File: config.mk
export PLATFORM = sky130hd
export DESIGN_NAME = uart_rx_led
export DESIGN_NICKNAME = d
export VERILOG_FILES = /design/src/rtl/uart_rx_led_pkg.sv /design/src/rtl/uart_rx_led_core.sv /design/src/rtl/uart_rx_led.sv
export SDC_FILE = /design/constraint.sdc
export NUM_CORES = 1
export LEC_CHECK = 0
export ABC_AREA = 1
export CAP_MARGIN = 40
export CORE_MARGIN = 2
export CORE_UTILIZATION = 34
export DETAILED_ROUTE_END_ITERATION = 8
export GPL_TIMING_DRIVEN = 0
export HOLD_SLACK_MARGIN = 0.1
export PLACE_DENSITY = 0.62
export SLEW_MARGIN = 20
export SYNTH_ARGS = -nofsm -noshare
export SYNTH_HDL_FRONTEND = slang
export SYNTH_SLANG_ARGS = --single-unit
File: constraint.sdc
create_clock -name clk -period 2.3 [get_ports clk]
set_clock_uncertainty 0.05 [all_clocks]
set_input_delay 0.345 -clock clk [delete_from_list [all_inputs] [get_ports clk]]
set_output_delay 0.345 -clock clk [all_outputs]
set_load 0.005 [all_outputs]
File: src/rtl/uart_rx_led_pkg.sv
// Shared receiver definitions: FSM state encoding and bit-period derivation.
package uart_rx_led_pkg;

    typedef enum logic [2:0] {
        ST_IDLE,
        ST_START,
        ST_DATA,
        ST_STOP,
        ST_BREAK
    } rx_state_t;

    // Integer divide; the result must be at least 8 for the half-bit sample to be meaningful.
    function automatic int clks_per_bit(input int clk_freq, input int baud_rate);
        return clk_freq / baud_rate;
    endfunction

endpackage

File: src/rtl/uart_rx_led_core.sv
// 8N1 receive core: rx synchroniser, framing FSM, LSB-first shifter and a one-cycle byte strobe.
module uart_rx_core
    import uart_rx_led_pkg::*;
#(
    parameter int CLKS_PER_BIT = 16
) (
    input  logic       clk,
    input  logic       reset,
    input  logic       rx,
    output logic [7:0] byte_data,
    output logic       byte_strobe,
    output logic       frame_err
);

    localparam int TIMER_W = $clog2(CLKS_PER_BIT);
    localparam logic [TIMER_W-1:0] HALF_BIT = TIMER_W'(CLKS_PER_BIT / 2);
    localparam logic [TIMER_W-1:0] LAST_CLK = TIMER_W'(CLKS_PER_BIT - 1);

    logic               rx_meta;
    logic               rx_s;
    rx_state_t          state;
    logic [TIMER_W-1:0] timer;
    logic [2:0]         bit_idx;
    logic [7:0]         shreg;

    // Synchroniser resets to the idle (high) line level so reset never looks like a start bit.
    always_ff @(posedge clk) begin
        if (reset) begin
            rx_meta <= 1'b1;
            rx_s    <= 1'b1;
        end else begin
            rx_meta <= rx;
            rx_s    <= rx_meta;
        end
    end

    // NOTE: non-blocking assignments everywhere here, so every decision uses pre-edge values.
    always_ff @(posedge clk) begin
        if (reset) begin
            state       <= ST_IDLE;
            timer       <= '0;
            bit_idx     <= '0;
            shreg       <= '0;
            byte_strobe <= 1'b0;
            frame_err   <= 1'b0;
        end else begin
            byte_strobe <= 1'b0;
            frame_err   <= 1'b0;
            unique case (state)
                ST_IDLE: begin
                    timer <= '0;
                    if (!rx_s)
                        state <= ST_START;
                end
                ST_START: begin
                    if (timer == HALF_BIT) begin
                        timer   <= '0;
                        bit_idx <= '0;
                        state   <= rx_s ? ST_IDLE : ST_DATA;
                    end else begin
                        timer <= timer + 1'b1;
                    end
                end
                ST_DATA: begin
                    if (timer == LAST_CLK) begin
                        timer          <= '0;
                        shreg[bit_idx] <= rx_s;
                        if (bit_idx == 3'd7)
                            state <= ST_STOP;
                        else
                            bit_idx <= bit_idx + 1'b1;
                    end else begin
                        timer <= timer + 1'b1;
                    end
                end
                ST_STOP: begin
                    if (timer == LAST_CLK) begin
                        timer <= '0;
                        // Returning to IDLE at mid-stop re-arms in time for a back-to-back start bit.
                        if (rx_s) begin
                            byte_strobe <= 1'b1;
                            state       <= ST_IDLE;
                        end else begin
                            frame_err <= 1'b1;
                            state     <= ST_BREAK;
                        end
                    end else begin
                        timer <= timer + 1'b1;
                    end
                end
                ST_BREAK: begin
                    timer <= '0;
                    if (rx_s)
                        state <= ST_IDLE;
                end
                default: state <= ST_IDLE;
            endcase
        end
    end

    // shreg is untouched until the next frame's first data sample, so it is safe to expose directly.
    assign byte_data = shreg;

endmodule

File: src/rtl/uart_rx_led.sv
// UART receiver top: valid/ready holding register, sticky overrun and LED echo of the low nibble.
module uart_rx_led
    import uart_rx_led_pkg::*;
#(
    parameter int CLK_FREQ  = 50_000_000,
    parameter int BAUD_RATE = 115_200
) (
    input  logic       clk,
    input  logic       reset,
    input  logic       rx,
    output logic [7:0] data,
    output logic       data_valid,
    input  logic       data_ready,
    output logic       frame_err,
    output logic       overrun,
    output logic [3:0] led
);

    localparam int CLKS_PER_BIT = clks_per_bit(CLK_FREQ, BAUD_RATE);

    logic [7:0] rx_byte;
    logic       rx_strobe;

    uart_rx_core #(
        .CLKS_PER_BIT(CLKS_PER_BIT)
    ) u_core (
        .clk        (clk),
        .reset      (reset),
        .rx         (rx),
        .byte_data  (rx_byte),
        .byte_strobe(rx_strobe),
        .frame_err  (frame_err)
    );

    always_ff @(posedge clk) begin
        if (reset) begin
            data       <= '0;
            data_valid <= 1'b0;
            overrun    <= 1'b0;
            led        <= '0;
        end else if (rx_strobe) begin
            // A byte being consumed this cycle frees the register for the new one.
            if (!data_valid || data_ready) begin
                data       <= rx_byte;
                led        <= rx_byte[3:0];
                data_valid <= 1'b1;
            end else begin
                overrun <= 1'b1;
            end
        end else if (data_valid && data_ready) begin
            data_valid <= 1'b0;
        end
    end

endmodule
==> results.cfg, run 1 <==
[min_path]
min_path_type = flop to flop
hold_path_depth = 1
worstHoldStart = u_core.rx_meta
hold_end = u_core.rx_s

[worst_setup_path]
path_cells = ha_1 -> nand2_1 -> nor2_1 -> nand2_2 -> nand2_1 -> nand2_2 -> nor2_2 -> nand2_1 -> nand2_1 -> nor2_1
cp-end-kind = flop
path_max_fanout = 5
path_common_cell = nand2_1
critPathKind = flop to flop
crit_buf_inv = 0
worstPathArrival_ps = 1890
crit-reg2reg-capture = u_core.state[2]
r2r_start = u_core.timer[0]
rr_worst_depth = 10
crit_family = simple AND/OR/NAND/NOR gates
ff2ff_setup_slack_ps = 550
cp.required_ps = 2440
slowest_stage = dfxtp_1
max_stage_delay_ps = 400
worstSetupStartpointType = flop

[clock_network]
htreeDepth = 2
cts_buffer_depth = 2
numCtsBuffers = 5
cts_tree = built
cts.clk_slew.worst_paths_ps = 80
clock_latency_ps = 290
cts-root-buf = clkbuf_8
cts_resized = 0
cts.sinks = 37
post-cts-setup-buffers = 0
cts_hold_buffers = 0

[power_and_ir_drop]
vdd_drop_max_v = 0.000555
power_density_nw_per_um2 = 959
p_leak_uw = 0.000958

[synth]
synth_warnings = 0
synthXorXnorAreaFrac_pct = 2.44
synth_top_family_by_area = simple AND/OR/NAND/NOR gates
synth_top_area_share_pct = 41.3
synth-edff-count = 0
synth_fa_ha_area_share_pct = 2.79
postSynthCellCount = 267
synth_top_area_cell = dfxtp_1
synthSimpleGateAreaFrac_pct = 36.2
syn-num-nets = 275
synth_area_leaders = dfxtp_1 (41%), nand2_1 (15%), nor2_1 (10%), inv_1 (6.7%), a21oi_1 (3.6%)
synthFlopType = dfxtp_1
synth-seq-cells = 37
synth_mux_area_share_pct = 0
ys_types = 26
ys_seq_area_share_pct = 41.3
netlist_area_um2 = 1790
syn_avg_cell_area_um2 = 6.72
ys_async_sr_fraction_pct = 0
synth_compound_area_share_pct = 6.84

[global_routing]
grt_pass1_wl_um = 6470
grt_max_degree = 14
grt_pass1_vias = 1497
antenna_found_initial = 0
grtUsageTotal_pct = 13.5
overflow = 0

[detailed_routing]
vias = 1579
drt-pass1-iter-count = 4
wl_met3_um = 136
remaining_drc_errors = 0
antenna_left = 0
top_layer = met4
dr.first_iter.drc_count = 69
via_per_inst = 4.35
wl_met1_um = 1760
wl_um = 3510
route.met2.wl_um = 1560
routedWlPerCell_um = 9.66

[placed_design]
place.gp.congestion = 0.782
place.detailed.hpwl_um = 2670
port_buffers = 18

[timing]
fmax_ghz = 0.570
finalCriticalPeriod_ps = 1750
rsz0062_at_grt = false
slew_violations = 0
hold_viol = 0
timing.setup.tns_ps = 0
setup_violations = 0
relSlewSlack_pct = 68.4
whs_ps = 362
tightest_slew_ps = 470
finalCritPeriodShare_pct = 76.3

[floorplanning]
die_h_um = 76.6
start_util_pct = 35.1
row_count = 26
coreArea_um2 = 5110
die_area_um2 = 5870
fp.dieW_um = 76.6
io_pins = 19

[outcome]
status = complete, no violations

[cells_and_area]
fin_nets = 300
drive_gt1_share_pct = 11.9
area_delta_synth_final_pct = 22.6
antennaDiodeCount = 0

[job]
max-cap-violations = 0
## cell families after synthesis
kind of cell | Yosys count
fa+ha+maj | 4
buf+inv | 45
simple gates | 152
flops | 37
compound gates | 24
xor+xnor | 5
## metrics by stage
step           setup WS [ps]  total power [uW]  instances  area [um^2]  utilization, %
2_1_floorplan            834              1310        267         1790               -
3_3_place_gp             423              1430        355         2060            40.3
3_5_place_dp             399              1440        355         2060            40.3
4_1_cts                  552              2130        363         2200            43.0
5_1_grt                  367              2300        363         2200            43.0
6_report                 546              2110        363         2200            43.0
## power by group
group	switching (uW)	total, uW	internal, uW	leakage (uW)
registers	75.9	774	698	0.000300
clock network	247	684	437	0.0000687
logic	432	650	217	0.000589
total	756	2110	1350	0.000958
## registers in the layout (all words and copies together), names as in the netlist
name and count:
data_valid 1, u_core.byte_strobe 1, overrun 1, u_core.bit_idx 3, u_core.state 3, u_core.rx_meta 1
u_core.rx_s 1, u_core.frame_err 1, data 8, u_core.byte_data 8, u_core.timer 9
## cells in the mapped netlist, types with 2 or more instances
cell	count
o21ai_0	9
nand2_1	70
xnor2_1	2
ha_1	4
inv_1	32
or2_2	2
nand2_2	5
buf_2	2
xor2_1	3
nor2_1	50
dfxtp_1	37
buf_4	4
nor2_2	6
nor3_2	2
a21oi_1	13
nand3_1	10
inv_2	5
nor3_1	2
clkbuf_1	2
## layer usage
| metal | up-vias | GRT usage [%] |
|---|---|---|
| met5 | - | 0 |
| met4 | 0 | 4.36 |
| met3 | 6 | 3.91 |
| met2 | 18 | 21.1 |
| met1 | 699 | 18.0 |
| li1 | 856 | - |
## worst max path at each step
stage | start | endpoint | slack (ps) | cells after the start
after global routing | u_core.timer[0] | u_core.byte_data[5] | 370 | 9
after global placement | reset | data[5] | 420 | 5
after detailed placement | data_ready | data[1] | 400 | 8
after floorplan | u_core.timer[0] | u_core.state[2] | 830 | 10
after CTS | u_core.timer[0] | u_core.byte_data[7] | 550 | 9
final | u_core.timer[0] | u_core.state[2] | 550 | 10
## area by class of cell
class                      count  area, um^2
clock buffer                   5        68.8
inverter                      37         139
sequential                    37         741
buffer                         8        47.5
clock inverter                 3        68.8
multi-input combinational    185         866
fill                         535        2910
tap                           70        87.6
timing repair buffer          18         180
## cells in the final DEF (no fill, tap or decap), drive strengths merged
| cell type | Yosys | routed |
|---|---|---|
| nand3 | 10 | 10 |
| o21ai | 10 | 10 |
| nor3 | 4 | 4 |
| a21oi | 13 | 13 |
| bufinv | 0 | 2 |
| inv | 37 | 38 |
| or2 | 3 | 3 |
| xnor2 | 2 | 2 |
| dfxtp | 37 | 37 |
| clkbuf | 2 | 7 |
| buf | 6 | 6 |
| nand2 | 75 | 75 |
| ha | 4 | 4 |
| xor2 | 3 | 3 |
| nand3b | 1 | 1 |
| o31ai | 1 | 1 |
| nand4 | 1 | 1 |
| clkdlybuf4s50 | 0 | 18 |
| nor4 | 1 | 1 |
| nor2 | 57 | 57 |
Power figures use the tool's default switching activity.
==> run 2: changes to the inputs <==
PLACE_DENSITY = 0.63   (was 0.62)
clock period = 1.6 ns   (was 2.3 ns; I/O delays follow)
==> results.cfg, run 2 (synthesis gave the netlist of run 1 again) <==
[timing]
fmax_ghz = 0.646
whs_ps = 361
hold_viol = 0
finalCritPeriodShare_pct = 96.7
setup_violations = 0
tightest_slew_ps = 464
timing.setup.tns_ps = 0
rsz0062_at_grt = true
finalCriticalPeriod_ps = 1550
relSlewSlack_pct = 69.0
slew_violations = 0

[detailed_routing]
drt-pass1-iter-count = 4
dr.first_iter.drc_count = 49
via_per_inst = 4.32
routedWlPerCell_um = 10.0
antenna_left = 0
wl_um = 3640
remaining_drc_errors = 0
vias = 1574

[job]
max-cap-violations = 0

[global_routing]
grtUsageTotal_pct = 13.6
grt_pass1_wl_um = 6460
grt_pass1_vias = 1543
overflow = 0
grt_max_degree = 13
antenna_found_initial = 0

[floorplanning]
start_util_pct = 35.1
coreArea_um2 = 5110
die_h_um = 76.6
die_area_um2 = 5870
io_pins = 19
fp.dieW_um = 76.6
row_count = 26

[cells_and_area]
layout_common_cells = nand2_1 (67), nor2_1 (47), inv_1 (31), dfxtp_1 (30), clkdlybuf4s50_1 (18)
fin_nets = 301
final_cells = 364
area_delta_synth_final_pct = 24.8
largest_reg_flops = 9
final_common_cell = nand2_1
regMostFlops = u_core.timer
final_area_um2 = 2240
drive_gt1_share_pct = 18.4
antennaDiodeCount = 0

[power_and_ir_drop]
clkPwrFrac_pct = 22.6
switchingPower_uw = 1130
p_int_uw = 1680
power_density_nw_per_um2 = 1260
vdd_drop_max_v = 0.000531
p_leak_uw = 0.000979
seqPwrFrac_pct = 40.7
comb_power_share_pct = 36.7
p_sw_share_pct = 40.2

[clock_network]
cts.sinks = 37
cts_buffer_depth = 2
cts-root-buf = clkbuf_8
cts_hold_buffers = 0
numCtsBuffers = 5
clock_latency_ps = 290
cts_tree = built
htreeDepth = 2
cts.clk_slew.worst_paths_ps = 80

[placed_design]
port_buffers = 18
place_area_um2 = 2060
placedCellCount = 355
place.detailed.hpwl_um = 2630
place.gp.congestion = 0.780

[worst_setup_path]
path_max_fanout = 3
worstSetupStartpointType = flop
worstPathArrival_ps = 1260
cp.required_ps = 1310
cp-end-kind = output port
critPathKind = flop to output port

[outcome]
status = complete, no violations

[min_path]
min_path_type = flop to flop
-- run 2: changes by cell type in the layout (fill, tap and decap cells not counted), sizes merged --
cell      previous run  this run
buf                  6         8
bufinv               2         0
clkinv               0         2
clkbuf               7         6
clkinvlp             0         1
inv                 38        37
-- run 2: through the flow --
stage | power (uW) | util (%) | setup slack (ps)
after floorplan | 1880 | - | 134
after global placement | 2050 | 40.3 | -169
after detailed placement | 2060 | 40.3 | -205
after CTS | 2730 | 42.3 | 4.41
after global routing | 3060 | 43.8 | -31.4
final | 2810 | 43.8 | 53.2
-- run 2: worst max-delay path, cell delays in order (launching register included) --
cell,delay (ps)
dfxtp_1,360
buf_4,120
clkdlybuf4s50_1,490
-- run 2: layer usage --
layer,share of wire (%),global-route usage [%],up-vias
li1,-,-,860
met1,51,17.1,693
met2,46,21.9,16
met3,2.4,3.91,5
met4,1.4,5.64,0
met5,0,0,-
-- run 2: final timing paths --
| check | end | slack (ps) | cells past startpoint | from |
|---|---|---|---|---|
| min reg2reg | u_core.rx_s | 360 | 1 | u_core.rx_meta |
| min | u_core.rx_s | 360 | 1 | u_core.rx_meta |
| max | led[2] | 50 | 2 | data[2] |
| max reg2reg | u_core.state[2] | 100 | 10 | u_core.bit_idx[0] |
-- run 2: power groups by stage --
stage	clock network [uW]	logic, uW	registers [uW]
floorplan	0	771	1110
global placement	0	916	1130
detailed placement	0	930	1130
CTS	663	950	1110
global route	712	1180	1160
finish	636	1030	1150
-- run 2: timing repair --
| action | 4_1_cts | 5_1_grt |
|---|---|---|
| setup buffers | 0 | 1 |
| endpoints found under the setup margin | 22 | 25 |
| resized for setup | 4 | 25 |
| pin swaps | 0 | 6 |
| endpoints found under the hold margin | 0 | 0 |
-- run 2: final cells by class --
cell class,instances,area [um^2]
Fill cell,534,2870
Multi-Input combinational cell,185,933
Sequential cell,37,754
Timing Repair Buffer,19,188
Inverter,37,139
Tap cell,70,87.6
Clock buffer,5,68.8
Buffer,8,48.8
Clock inverter,3,17.5
==> run 3: changes to the inputs <==
MAX_ROUTING_LAYER = met4   (was not set)
==> results.cfg, run 3 (synthesis gave the netlist of run 1 again) <==
[global_routing]
antenna_found_initial = 0
grt_max_degree = 13
grt_pass1_wl_um = 6460
grtUsageTotal_pct = 14.0
overflow = 0
grt_pass1_vias = 1546

[clock_network]
numCtsBuffers = 5
cts_buffer_depth = 2
cts_tree = built
cts.clk_slew.worst_paths_ps = 80
htreeDepth = 2
cts_hold_buffers = 0
cts-root-buf = clkbuf_8
cts.sinks = 37
clock_latency_ps = 290

[worst_setup_path]
crit_buf_inv = 2
cp-end-kind = output port
max_stage_delay_ps = 490
path_cells = buf_4 -> clkdlybuf4s50_1
critPathKind = flop to output port
worstSetupStartpointType = flop
r2r_start = u_core.bit_idx[0]
endpoint = led[2]
crit-reg2reg-capture = u_core.state[2]
worstPathArrival_ps = 1260
worstSetupStartpoint = data[2]
rr_worst_depth = 10
critical_path_cell_count = 2
ff2ff_setup_slack_ps = 100
cp.required_ps = 1310
path_max_fanout = 3
slowest_stage = clkdlybuf4s50_1
crit_family = buffers and inverters

[detailed_routing]
remaining_drc_errors = 0
via_per_inst = 4.32
wl_um = 3640
drt-pass1-iter-count = 4
dr.first_iter.drc_count = 49
antenna_left = 0
vias = 1573
routedWlPerCell_um = 9.99
route.met2.wl_um = 1660
top_layer = met4
wl_met1_um = 1840
wl_met3_um = 86

[cells_and_area]
final_cells = 364
antennaDiodeCount = 0
fin_nets = 301
fin_util_pct = 43.8
largest_reg_flops = 9
drive_gt1_share_pct = 18.4
layout_common_cells = nand2_1 (67), nor2_1 (47), inv_1 (31), dfxtp_1 (30), clkdlybuf4s50_1 (18)
final_area_um2 = 2240
final_common_cell = nand2_1
regMostFlops = u_core.timer
area_delta_synth_final_pct = 24.8

[job]
max-cap-violations = 0

[timing]
slew_violations = 0
finalCriticalPeriod_ps = 1550
fmax_ghz = 0.647
finalCritPeriodShare_pct = 96.6
hold_viol = 0
rsz0062_at_grt = true
setup_violations = 0
tightest_slew_ps = 464
relSlewSlack_pct = 69.0
timing.setup.tns_ps = 0

[power_and_ir_drop]
total_power_uw = 2810
p_leak_uw = 0.000979
vdd_drop_max_v = 0.000531
power_density_nw_per_um2 = 1260

[placed_design]
place_area_um2 = 2060
placedCellCount = 355
place.detailed.hpwl_um = 2630
port_buffers = 18
place.gp.congestion = 0.791

[floorplanning]
row_count = 26
coreArea_um2 = 5110
io_pins = 19
fp.dieW_um = 76.6
start_util_pct = 35.1
die_area_um2 = 5870
die_h_um = 76.6

[min_path]
min_path_type = flop to flop

[outcome]
status = complete, no violations
## run 3: repair_timing
| item | 4_1_cts | 5_1_grt |
|---|---|---|
| setup endpoints to repair | 22 | 25 |
| pin swaps | 0 | 6 |
| resized for setup | 4 | 25 |
| setup buffers | 0 | 1 |
| endpoints found under the hold margin | 0 | 0 |
## run 3: cell type report
class / instances / area, um^2
Buffer: 8 / 48.8
Clock inverter: 3 / 17.5
Fill cell: 534 / 2870
Inverter: 37 / 139
Sequential cell: 37 / 754
Clock buffer: 5 / 68.8
Multi-Input combinational cell: 185 / 933
Timing Repair Buffer: 19 / 188
Tap cell: 70 / 87.6
## run 3: per-layer routing
layer | up-vias | GRT usage (%)
met5 | - | -
met4 | 0 | 5.64
met3 | 5 | 3.91
met2 | 16 | 21.9
met1 | 692 | 17.1
li1 | 860 | -
## run 3: worst min path at each step
stage / startpoint / end / slack [ps] / depth (start not counted)
final: u_core.rx_meta / u_core.rx_s / 360 / 1
after global placement: u_core.rx_meta / u_core.rx_s / 350 / 1
after detailed placement: u_core.rx_meta / u_core.rx_s / 340 / 1
after CTS: u_core.rx_meta / u_core.rx_s / 360 / 1
after floorplan: reset / data_valid / 260 / 1
after global routing: u_core.rx_meta / u_core.rx_s / 380 / 1
## run 3: through the flow
step | setup slack, ps | hold slack (ps)
3_5_place_dp | -205 | 343
6_report | 53.8 | 361
3_3_place_gp | -169 | 348
4_1_cts | 4.41 | 361
5_1_grt | -31.4 | 379
2_1_floorplan | 134 | 259
## run 3: where the power goes
part | switching [uW] | internal (uW)
clock | 334 | 300
sequential | 122 | 1020
combinational | 675 | 358
total | 1130 | 1680
